$ cat config.mk
export PLATFORM = sky130hd
export DESIGN_NAME = sram_fifo_arb
export DESIGN_NICKNAME = d
export VERILOG_FILES = /design/src/rtl/fifo_pkg.sv /design/src/rtl/fifo_ptr.sv /design/src/rtl/sram_fifo_arb.sv
export SDC_FILE = /design/constraint.sdc
export NUM_CORES = 1
export LEC_CHECK = 0
export CAP_MARGIN = 30
export CORE_ASPECT_RATIO = 0.6
export CORE_MARGIN = 4
export CORE_UTILIZATION = 45
export CTS_BUF_LIST = sky130_fd_sc_hd__clkbuf_4 sky130_fd_sc_hd__clkbuf_8
export CTS_CLUSTER_SIZE = 16
export DETAILED_ROUTE_END_ITERATION = 10
export GPL_ROUTABILITY_DRIVEN = 0
export PLACE_DENSITY_LB_ADDON = 0.12
export SKIP_LAST_GASP = 1
export SLEW_MARGIN = 20
export SYNTH_ARGS = -nofsm -noshare
export SYNTH_HDL_FRONTEND = slang
export SYNTH_HIERARCHICAL = 1
export SYNTH_SLANG_ARGS = --single-unit
$ cat constraint.sdc
create_clock -name clk -period 4 [get_ports clk]
set_clock_uncertainty 0.05 [all_clocks]
set_input_delay 1.2 -clock clk [delete_from_list [all_inputs] [get_ports clk]]
set_output_delay 1.2 -clock clk [all_outputs]
set_load 0.01 [all_outputs]
$ cat src/rtl/fifo_pkg.sv
// rtl/fifo_pkg.sv - shared types, defaults and helpers for the SRAM-backed FIFO
package fifo_pkg;

  typedef enum logic {
    PRI_WRITE = 1'b0,
    PRI_READ  = 1'b1
  } fifo_pri_t;

  localparam int DEF_BUS_WIDTH  = 8;
  localparam int DEF_ADDR_WIDTH = 10;
  localparam int DEF_AF_THRESH  = 1020;
  localparam int DEF_AE_THRESH  = 4;

  localparam fifo_pri_t PRI_RST = PRI_WRITE;

  // Side that gets precedence after a contended grant has been handed out.
  function automatic fifo_pri_t pri_flip(input fifo_pri_t p);
    return (p == PRI_WRITE) ? PRI_READ : PRI_WRITE;
  endfunction

endpackage

$ cat src/rtl/fifo_ptr.sv
// rtl/fifo_ptr.sv - wrapping SRAM address pointer with synchronous clear
module fifo_ptr
  import fifo_pkg::*;
#(
  parameter int ADDR_WIDTH = DEF_ADDR_WIDTH
) (
  input  logic                  clk,
  input  logic                  n_rst,
  input  logic                  clear,
  input  logic                  inc,
  output logic [ADDR_WIDTH-1:0] ptr_o
);

  localparam logic [ADDR_WIDTH-1:0] PTR_ONE = 1;

  logic [ADDR_WIDTH-1:0] ptr_q, ptr_d;

  // Next pointer: flush to zero, otherwise advance; DEPTH-1 -> 0 wraps naturally.
  always_comb begin
    ptr_d = ptr_q;
    if (clear) begin
      ptr_d = '0;
    end else if (inc) begin
      ptr_d = ptr_q + PTR_ONE;
    end
  end

  // Pointer register.
  always_ff @(posedge clk or negedge n_rst) begin
    if (!n_rst) begin
      ptr_q <= '0;
    end else begin
      ptr_q <= ptr_d;
    end
  end

  assign ptr_o = ptr_q;

endmodule

$ cat src/rtl/sram_fifo_arb.sv
// rtl/sram_fifo_arb.sv - FIFO over one single-port SRAM, round-robin W/R arbitration (option FIFO_ERR_EN)
module sram_fifo_arb
  import fifo_pkg::*;
#(
  parameter int BUS_WIDTH  = DEF_BUS_WIDTH,
  parameter int ADDR_WIDTH = DEF_ADDR_WIDTH,
  parameter int AF_THRESH  = DEF_AF_THRESH,
  parameter int AE_THRESH  = DEF_AE_THRESH
) (
  input  logic                  clk,
  input  logic                  n_rst,
  input  logic                  clear,
  input  logic                  w_enable,
  input  logic [BUS_WIDTH-1:0]  data_i,
  output logic                  w_ready,
  input  logic                  r_enable,
  output logic                  r_ready,
  output logic [BUS_WIDTH-1:0]  data_o,
  output logic                  r_valid,
  input  logic [BUS_WIDTH-1:0]  sram_o,
  output logic [BUS_WIDTH-1:0]  sram_i,
  output logic [ADDR_WIDTH-1:0] sram_addr,
  output logic                  sram_wen,
  output logic                  sram_ren,
  output logic [ADDR_WIDTH:0]   count,
  output logic                  full,
  output logic                  empty,
  output logic                  almost_full,
  output logic                  almost_empty,
  output logic                  overflow,
  output logic                  underflow
);

  localparam logic [ADDR_WIDTH:0] DEPTH_C = {1'b1, {ADDR_WIDTH{1'b0}}};
  localparam logic [ADDR_WIDTH:0] CNT_ONE = 1;
  localparam logic [ADDR_WIDTH:0] AF_C    = (ADDR_WIDTH+1)'(AF_THRESH);
  localparam logic [ADDR_WIDTH:0] AE_C    = (ADDR_WIDTH+1)'(AE_THRESH);

  logic [ADDR_WIDTH-1:0] wptr, rptr;
  logic [ADDR_WIDTH:0]   count_q, count_d;
  fifo_pri_t             pri_q, pri_d;
  logic                  r_valid_q, r_valid_d;
  logic                  w_ok, r_ok, grant_w, grant_r;

  fifo_ptr #(.ADDR_WIDTH(ADDR_WIDTH)) u_wptr (
    .clk   (clk),
    .n_rst (n_rst),
    .clear (clear),
    .inc   (grant_w),
    .ptr_o (wptr)
  );

  fifo_ptr #(.ADDR_WIDTH(ADDR_WIDTH)) u_rptr (
    .clk   (clk),
    .n_rst (n_rst),
    .clear (clear),
    .inc   (grant_r),
    .ptr_o (rptr)
  );

  assign full         = (count_q == DEPTH_C);
  assign empty        = (count_q == '0);
  assign almost_full  = (count_q >= AF_C);
  assign almost_empty = (count_q <= AE_C);
  assign count        = count_q;

  assign w_ok = w_enable & ~full;
  assign r_ok = r_enable & ~empty;

  // Grant arbitration and priority next-state; priority only moves when both sides contend.
  always_comb begin
    grant_w = 1'b0;
    grant_r = 1'b0;
    pri_d   = pri_q;
    if (clear) begin
      pri_d = PRI_RST;
    end else if (w_ok && r_ok) begin
      if (pri_q == PRI_WRITE) begin
        grant_w = 1'b1;
      end else begin
        grant_r = 1'b1;
      end
      pri_d = pri_flip(pri_q);
    end else begin
      grant_w = w_ok;
      grant_r = r_ok;
    end
  end

  // Priority state register.
  always_ff @(posedge clk or negedge n_rst) begin
    if (!n_rst) begin
      pri_q <= PRI_RST;
    end else begin
      pri_q <= pri_d;
    end
  end

  // Occupancy and read-valid next state; grants are exclusive so +1 and -1 never coincide.
  always_comb begin
    count_d   = count_q;
    r_valid_d = grant_r;
    if (clear) begin
      count_d = '0;
    end else if (grant_w) begin
      count_d = count_q + CNT_ONE;
    end else if (grant_r) begin
      count_d = count_q - CNT_ONE;
    end
  end

  // Occupancy and read-valid registers.
  always_ff @(posedge clk or negedge n_rst) begin
    if (!n_rst) begin
      count_q   <= '0;
      r_valid_q <= 1'b0;
    end else begin
      count_q   <= count_d;
      r_valid_q <= r_valid_d;
    end
  end

  assign w_ready   = grant_w;
  assign r_ready   = grant_r;
  assign sram_wen  = grant_w;
  assign sram_ren  = grant_r;
  assign sram_i    = data_i;
  assign sram_addr = grant_w ? wptr : rptr;
  assign r_valid   = r_valid_q;
  assign data_o    = r_valid_q ? sram_o : '0;

`ifdef FIFO_ERR_EN
  logic ovf_q, unf_q;

  // Sticky error flags for requests refused because the FIFO was full or empty.
  always_ff @(posedge clk or negedge n_rst) begin
    if (!n_rst) begin
      ovf_q <= 1'b0;
      unf_q <= 1'b0;
    end else if (clear) begin
      ovf_q <= 1'b0;
      unf_q <= 1'b0;
    end else begin
      if (w_enable && full) begin
        ovf_q <= 1'b1;
      end
      if (r_enable && empty) begin
        unf_q <= 1'b1;
      end
    end
  end

  assign overflow  = ovf_q;
  assign underflow = unf_q;
`else
  assign overflow  = 1'b0;
  assign underflow = 1'b0;
`endif

endmodule

Word-level counts from Yosys, hierarchy flattened
Cells that the tools add are included.

$add $sub $neg: 4. Order comparisons: 2. Eq/ne operators: 1. Mux-type cells: 17. Bitwise gates (word level): 4. Reductions and logical operators: 6.

Operators with widths (number): 10-bit 2-to-1 mux (5); 11-bit 2-to-1 mux (3); 10-bit by 1-bit adder with 10-bit output (second input constant) (2); 11-bit by 1-bit adder with 11-bit output (second input constant) (1); 11-bit == test (second input constant) (1); 11-bit by 10-bit greater-or-equal comparator with 1-bit output (second input constant) (1); 11-bit by 3-bit <= comparator with 1-bit output (second input constant) (1); 11-bit logical NOT (1); 11-bit by 1-bit subtractor with 11-bit output (second input constant) (1); 1-bit 2-to-1 mux (8); 8-bit 2-to-1 mux (1); 2-bit nonzero test (3); 3-bit nonzero test (1); 1-bit bitwise AND (2); 1-bit NOT (2); 1-bit logical AND (1).

Register bits: 33. Bits of input ports: 21. Logic and storage cells: 39.

Longest topological paths before layout
Word-level depth: 9. Mapped depth: 10.

Hierarchy
The synthesis kept the hierarchy.

Modules (own cells, without submodules): sram_fifo_arb (instances 1, cells an instance 157, area each 1343.8 um^2, sequential area each 325.3 um^2); fifo_ptr (instances 2, cells an instance 47, area each 495.5 um^2, sequential area each 250.2 um^2).

Worst setup path before layout
Ideal clock, no wire load.

Kind: input port to output port. Start: input clear. End: output sram_addr[0]. Data arrival time: 2.501 ns. Required time: 2.750 ns. Path slack: 0.249 ns. Stages: 5. Path buffers: 1. Path through: nand2b_1 > a311o_1 > clkinv_2 > buf_2 > mux2_2.

Cells in the longest elaborated chain, start to end: 2.

Ends and longest elaborated chain: from (decl) (line sram_fifo_arb.sv:12) `input logic clear,`; 1-bit 2-to-1 mux (line sram_fifo_arb.sv:75) `if (clear) begin`; net sram_wen (line sram_fifo_arb.sv:23) `output logic sram_wen,`; 10-bit 2-to-1 mux (line sram_fifo_arb.sv:128) `assign sram_addr = grant_w ? wptr : rptr;`; to (decl) (line sram_fifo_arb.sv:22) `output logic [ADDR_WIDTH-1:0] sram_addr,`.

The timed path passes the listed nets, and every way through them passes these cells.

Worst setup path after layout
Start: input r_enable. End: output sram_addr[0].

Cells in the longest elaborated chain, start to end: 5.

Ends and longest elaborated chain: from (decl) (line sram_fifo_arb.sv:16) `input logic r_enable,`; 1-bit bitwise AND (line sram_fifo_arb.sv:68) `assign r_ok = r_enable & ~empty;`; 1-bit logical AND (line sram_fifo_arb.sv:77) `end else if (w_ok && r_ok) begin`; 1-bit 2-to-1 mux (line sram_fifo_arb.sv:77); 1-bit 2-to-1 mux (line sram_fifo_arb.sv:75); 10-bit 2-to-1 mux (line sram_fifo_arb.sv:128).

No other way between the ends.

==> summary.txt <==
Run status
  – Status: finished clean

Detailed routing
  – WL/cell: 15.5 microns
  – Final antenna-violating net count: 0
  – DRC errors left: 0
  – 1st-pass router iterations: 4
  – Final WL: 5.92 mm
  – Total number of vias: 2,150
  – Initial DRC Count: 186
  – Routed vias/inst: 5.64

Global route
  – Vias in the first global route: 1,869
  – Met2 usage: 0.253
  – GRT overflow: 0
  – Pin count of the biggest net entering global routing: 37
  – Grt met1 use: 0.306
  – GR Layer Usage met3: 0.0424
  – Global-route wire length before repair: 9.83 mm
  – Most used routing layer: met1
  – Initial antenna violation count: 0
  – Tot GR Track Use: 0.190

Floorplan
  – Die Ht: 63.8 microns
  – DIE AREA: 6440 sq um
  – Starting density of the core: 0.489
  – Number of core rows: 19
  – Core Area: 4780 sq um
  – Die Wd: 101 microns
  – I/O Pins: 69

Timing
  – Final worst slack: 0.0512 ns
  – Slew Limit Fails: 0
  – Final period util: 0.987
  – Fmax: 253 MHz
  – Final Hold Fails: 0
  – Hold slack: 0.517 ns
  – RSZ-0062 raised after global routing: false
  – Setup-failing EPs final: 0
  – Min Tclk post-route: 3.95 ns

Flow run
  – Max-cap viol count: 0

Pwr
  – Worst VDD drop: 0.341 mV
  – Overall power: 1.66 mW
  – Leak: 1.37 nW
  – PwrDens: 539 nW/um^2

Logic synthesis
  – Mapped Avg Cell Area: 9.30 sq um
  – Cell area after technology mapping: 2330 sq um
  – Synth async-reset ratio: 1.00
  – Synth Area in Adders: 0.0729
  – Register bit total from synthesis: 33
  – Synth Area in XOR/XNOR: 0.0563
  – Largest family of logic cells by synthesized area: simple AND/OR/NAND/NOR gates
  – Main flop type after synthesis: dfrtp_1
  – Sequential area share after synthesis: 0.354
  – Syn Inst Count: 251
  – Proportion of synthesized area in mux cells: 0.0809
  – Post-Synth Simple-Gate Area: 0.205
  – Number of flops mapped to enable cells by yosys: 0
  – Synth warnings: 6
  – Synth Area in Compound Gates: 0.165
  – Cell variety after synth: 47

Clock tree
  – CTS tree: yes
  – H-tree Lvls: 2
  – Longest Clk Path Bufs: 2
  – Sink Count: 33
  – TritonCTS Buffers: 5
  – Clk_lat worst skew: 0.28 ns
  – Clk slew on worst S/H paths: 0.07 ns
  – Root buffer cell: clkbuf_8
  – Cts hold-fix bufs: 0

Final layout
  – Layout cells sized above 1: 0.211
  – Layout area overhead: 31.8%
  – Fill cell count: 408
  – Antenna diodes: 0
  – Finished Core Util: 0.644
  – Fin nets: 351
  – Finished Layout Cells: 381

Setup path
  – Critical path startpoint category: input port
  – Worst R2R End: count[10]
  – Critical path class: in2out
  – Crit path DAT: 2.70 ns
  – Reg2reg start: count[7]
  – Crit path max-delay cell type: clkdlybuf4s50_1
  – Crit-path max FO: 6
  – CP Cell Sequence: clkdlybuf4s50_1, a311o_2, buf_4, clkinv_4, mux2_2, buf_2
  – Critical Path Sink Type: primary output
  – FF-to-FF path depth: 12
  – Slowest Stage Delay on Critical Path: 0.44 ns
  – R2R Setup Slk: 0.36 ns
  – Crit path required time: 2.75 ns

Hold path
  – Hold Crit Depth: 2
  – Hold EP: u_rptr/ptr_o[9]
  – Hold Startpoint: u_rptr/ptr_o[9]
  – Worst Hold Class: reg2reg

Placed design
  – Dpl hpwl: 4.27 mm
  – Worst slack, placed: -0.403 ns
  – Count of input and output buffers: 50
  – Post-Place Cells: 369
## synth_stat cells (6+ instances only)
cell	number	share of area
nand4_1	9	0.024
buf_4	14	0.045
xor2_1	10	0.038
o31ai_1	6	0.019
and2_1	8	0.021
dfrtp_1	33	0.35
nand2_1	20	0.032
o21ai_0	12	0.026
a21oi_1	24	0.051
nor2_1	27	0.043
ha_1	12	0.064
mux2_2	11	0.053
or4_1	6	0.019
## cells by family after synthesis
kind of cell,count (synthesis)
buf+inv,25
mux,17
compound gates,57
flops,33
xor+xnor,15
fa+ha+maj,13
simple gates,90
other cells,1
## what timing repair did
item	4_1_cts	5_1_grt
endpoints found under the setup margin	14	0
endpoints found under the hold margin	0	0
resized for setup	50	0
setup buffers	3	0
## sequential cells by signal, indices dropped and copies added (netlist names)
signal	count
count	11
u_rptr/ptr_o	10
u_wptr/ptr_o	10
pri_q	1
r_valid	1
## cell usage in the layout (no fill, tap or decap), types with 2 or more instances in the layout
cell type / instances
a21oi_1: 24
a31oi_1: 2
nand4_1: 9
mux2_2: 11
clkbuf_8: 6
a21o_1: 2
conb_1: 2
or3_1: 3
o31ai_1: 6
nand2_1: 20
dlygate4sd2_1: 6
mux2i_1: 5
buf_4: 26
nand2b_1: 2
or4_1: 6
nor2_1: 27
o21ai_0: 12
and4_1: 2
or3_2: 2
dfrtp_1: 33
inv_1: 5
xor2_1: 10
and2_1: 8
nor4_4: 2
o2111ai_4: 2
xnor2_1: 5
nand3_1: 3
clkdlybuf4s50_1: 34
buf_2: 10
ha_1: 12
clkinv_4: 2
## final cells by class
class / instances / area (sq um) / area share
well taps: 63 / 78.8 / 0.0256
clock buffers: 7 / 90.1 / 0.0293
inverters: 6 / 27.5 / 0.00894
repair inverters: 1 / 8.76 / 0.00285
repair buffers: 76 / 638 / 0.207
flip-flops and latches: 33 / 826 / 0.268
clock inverters: 1 / 30.0 / 0.00976
multi-input cells: 194 / 1380 / 0.448
## critical path: cells and delay by family
family | cells | cell delay [ns]
AOI/OAI and AO/OA | 1 | 0.36
buffers and inverters | 4 | 0.81
muxes | 1 | 0.33
## layer usage
| metal | share of wire | vias to the layer above |
|---|---|---|
| met3 | 0.085 | 6 |
| li1 | - | 1033 |
| met4 | 0.0091 | 0 |
| met2 | 0.39 | 75 |
| met1 | 0.51 | 1036 |
| met5 | 0 | - |
## metrics by stage
step           cell area (sq um)  TNS [ns]
2_1_floorplan               2340         0
3_3_place_gp                2970     -4.46
3_5_place_dp                2970     -4.74
4_1_cts                     3080         0
5_1_grt                     3080         0
6_report                    3080         0
## power by group
group          internal, mW  switching, mW  total, mW
clock                 0.210          0.127      0.337
combinational         0.446          0.413      0.859
sequential            0.381         0.0834      0.464
## how the worst max path moves through the flow
| stage | start | endpoint | slack, ns | cells past startpoint |
|---|---|---|---|---|
| after floorplan | clear | sram_addr[0] | 0.25 | 5 |
| after global placement | clear | sram_addr[2] | -0.38 | 6 |
| after detailed placement | clear | sram_addr[0] | -0.40 | 6 |
| after CTS | r_enable | sram_addr[0] | 0.06 | 6 |
| after global routing | r_enable | sram_addr[0] | 0.005 | 6 |
| final | r_enable | sram_addr[0] | 0.05 | 6 |
Note: power is estimated with default switching activity, not from simulation.
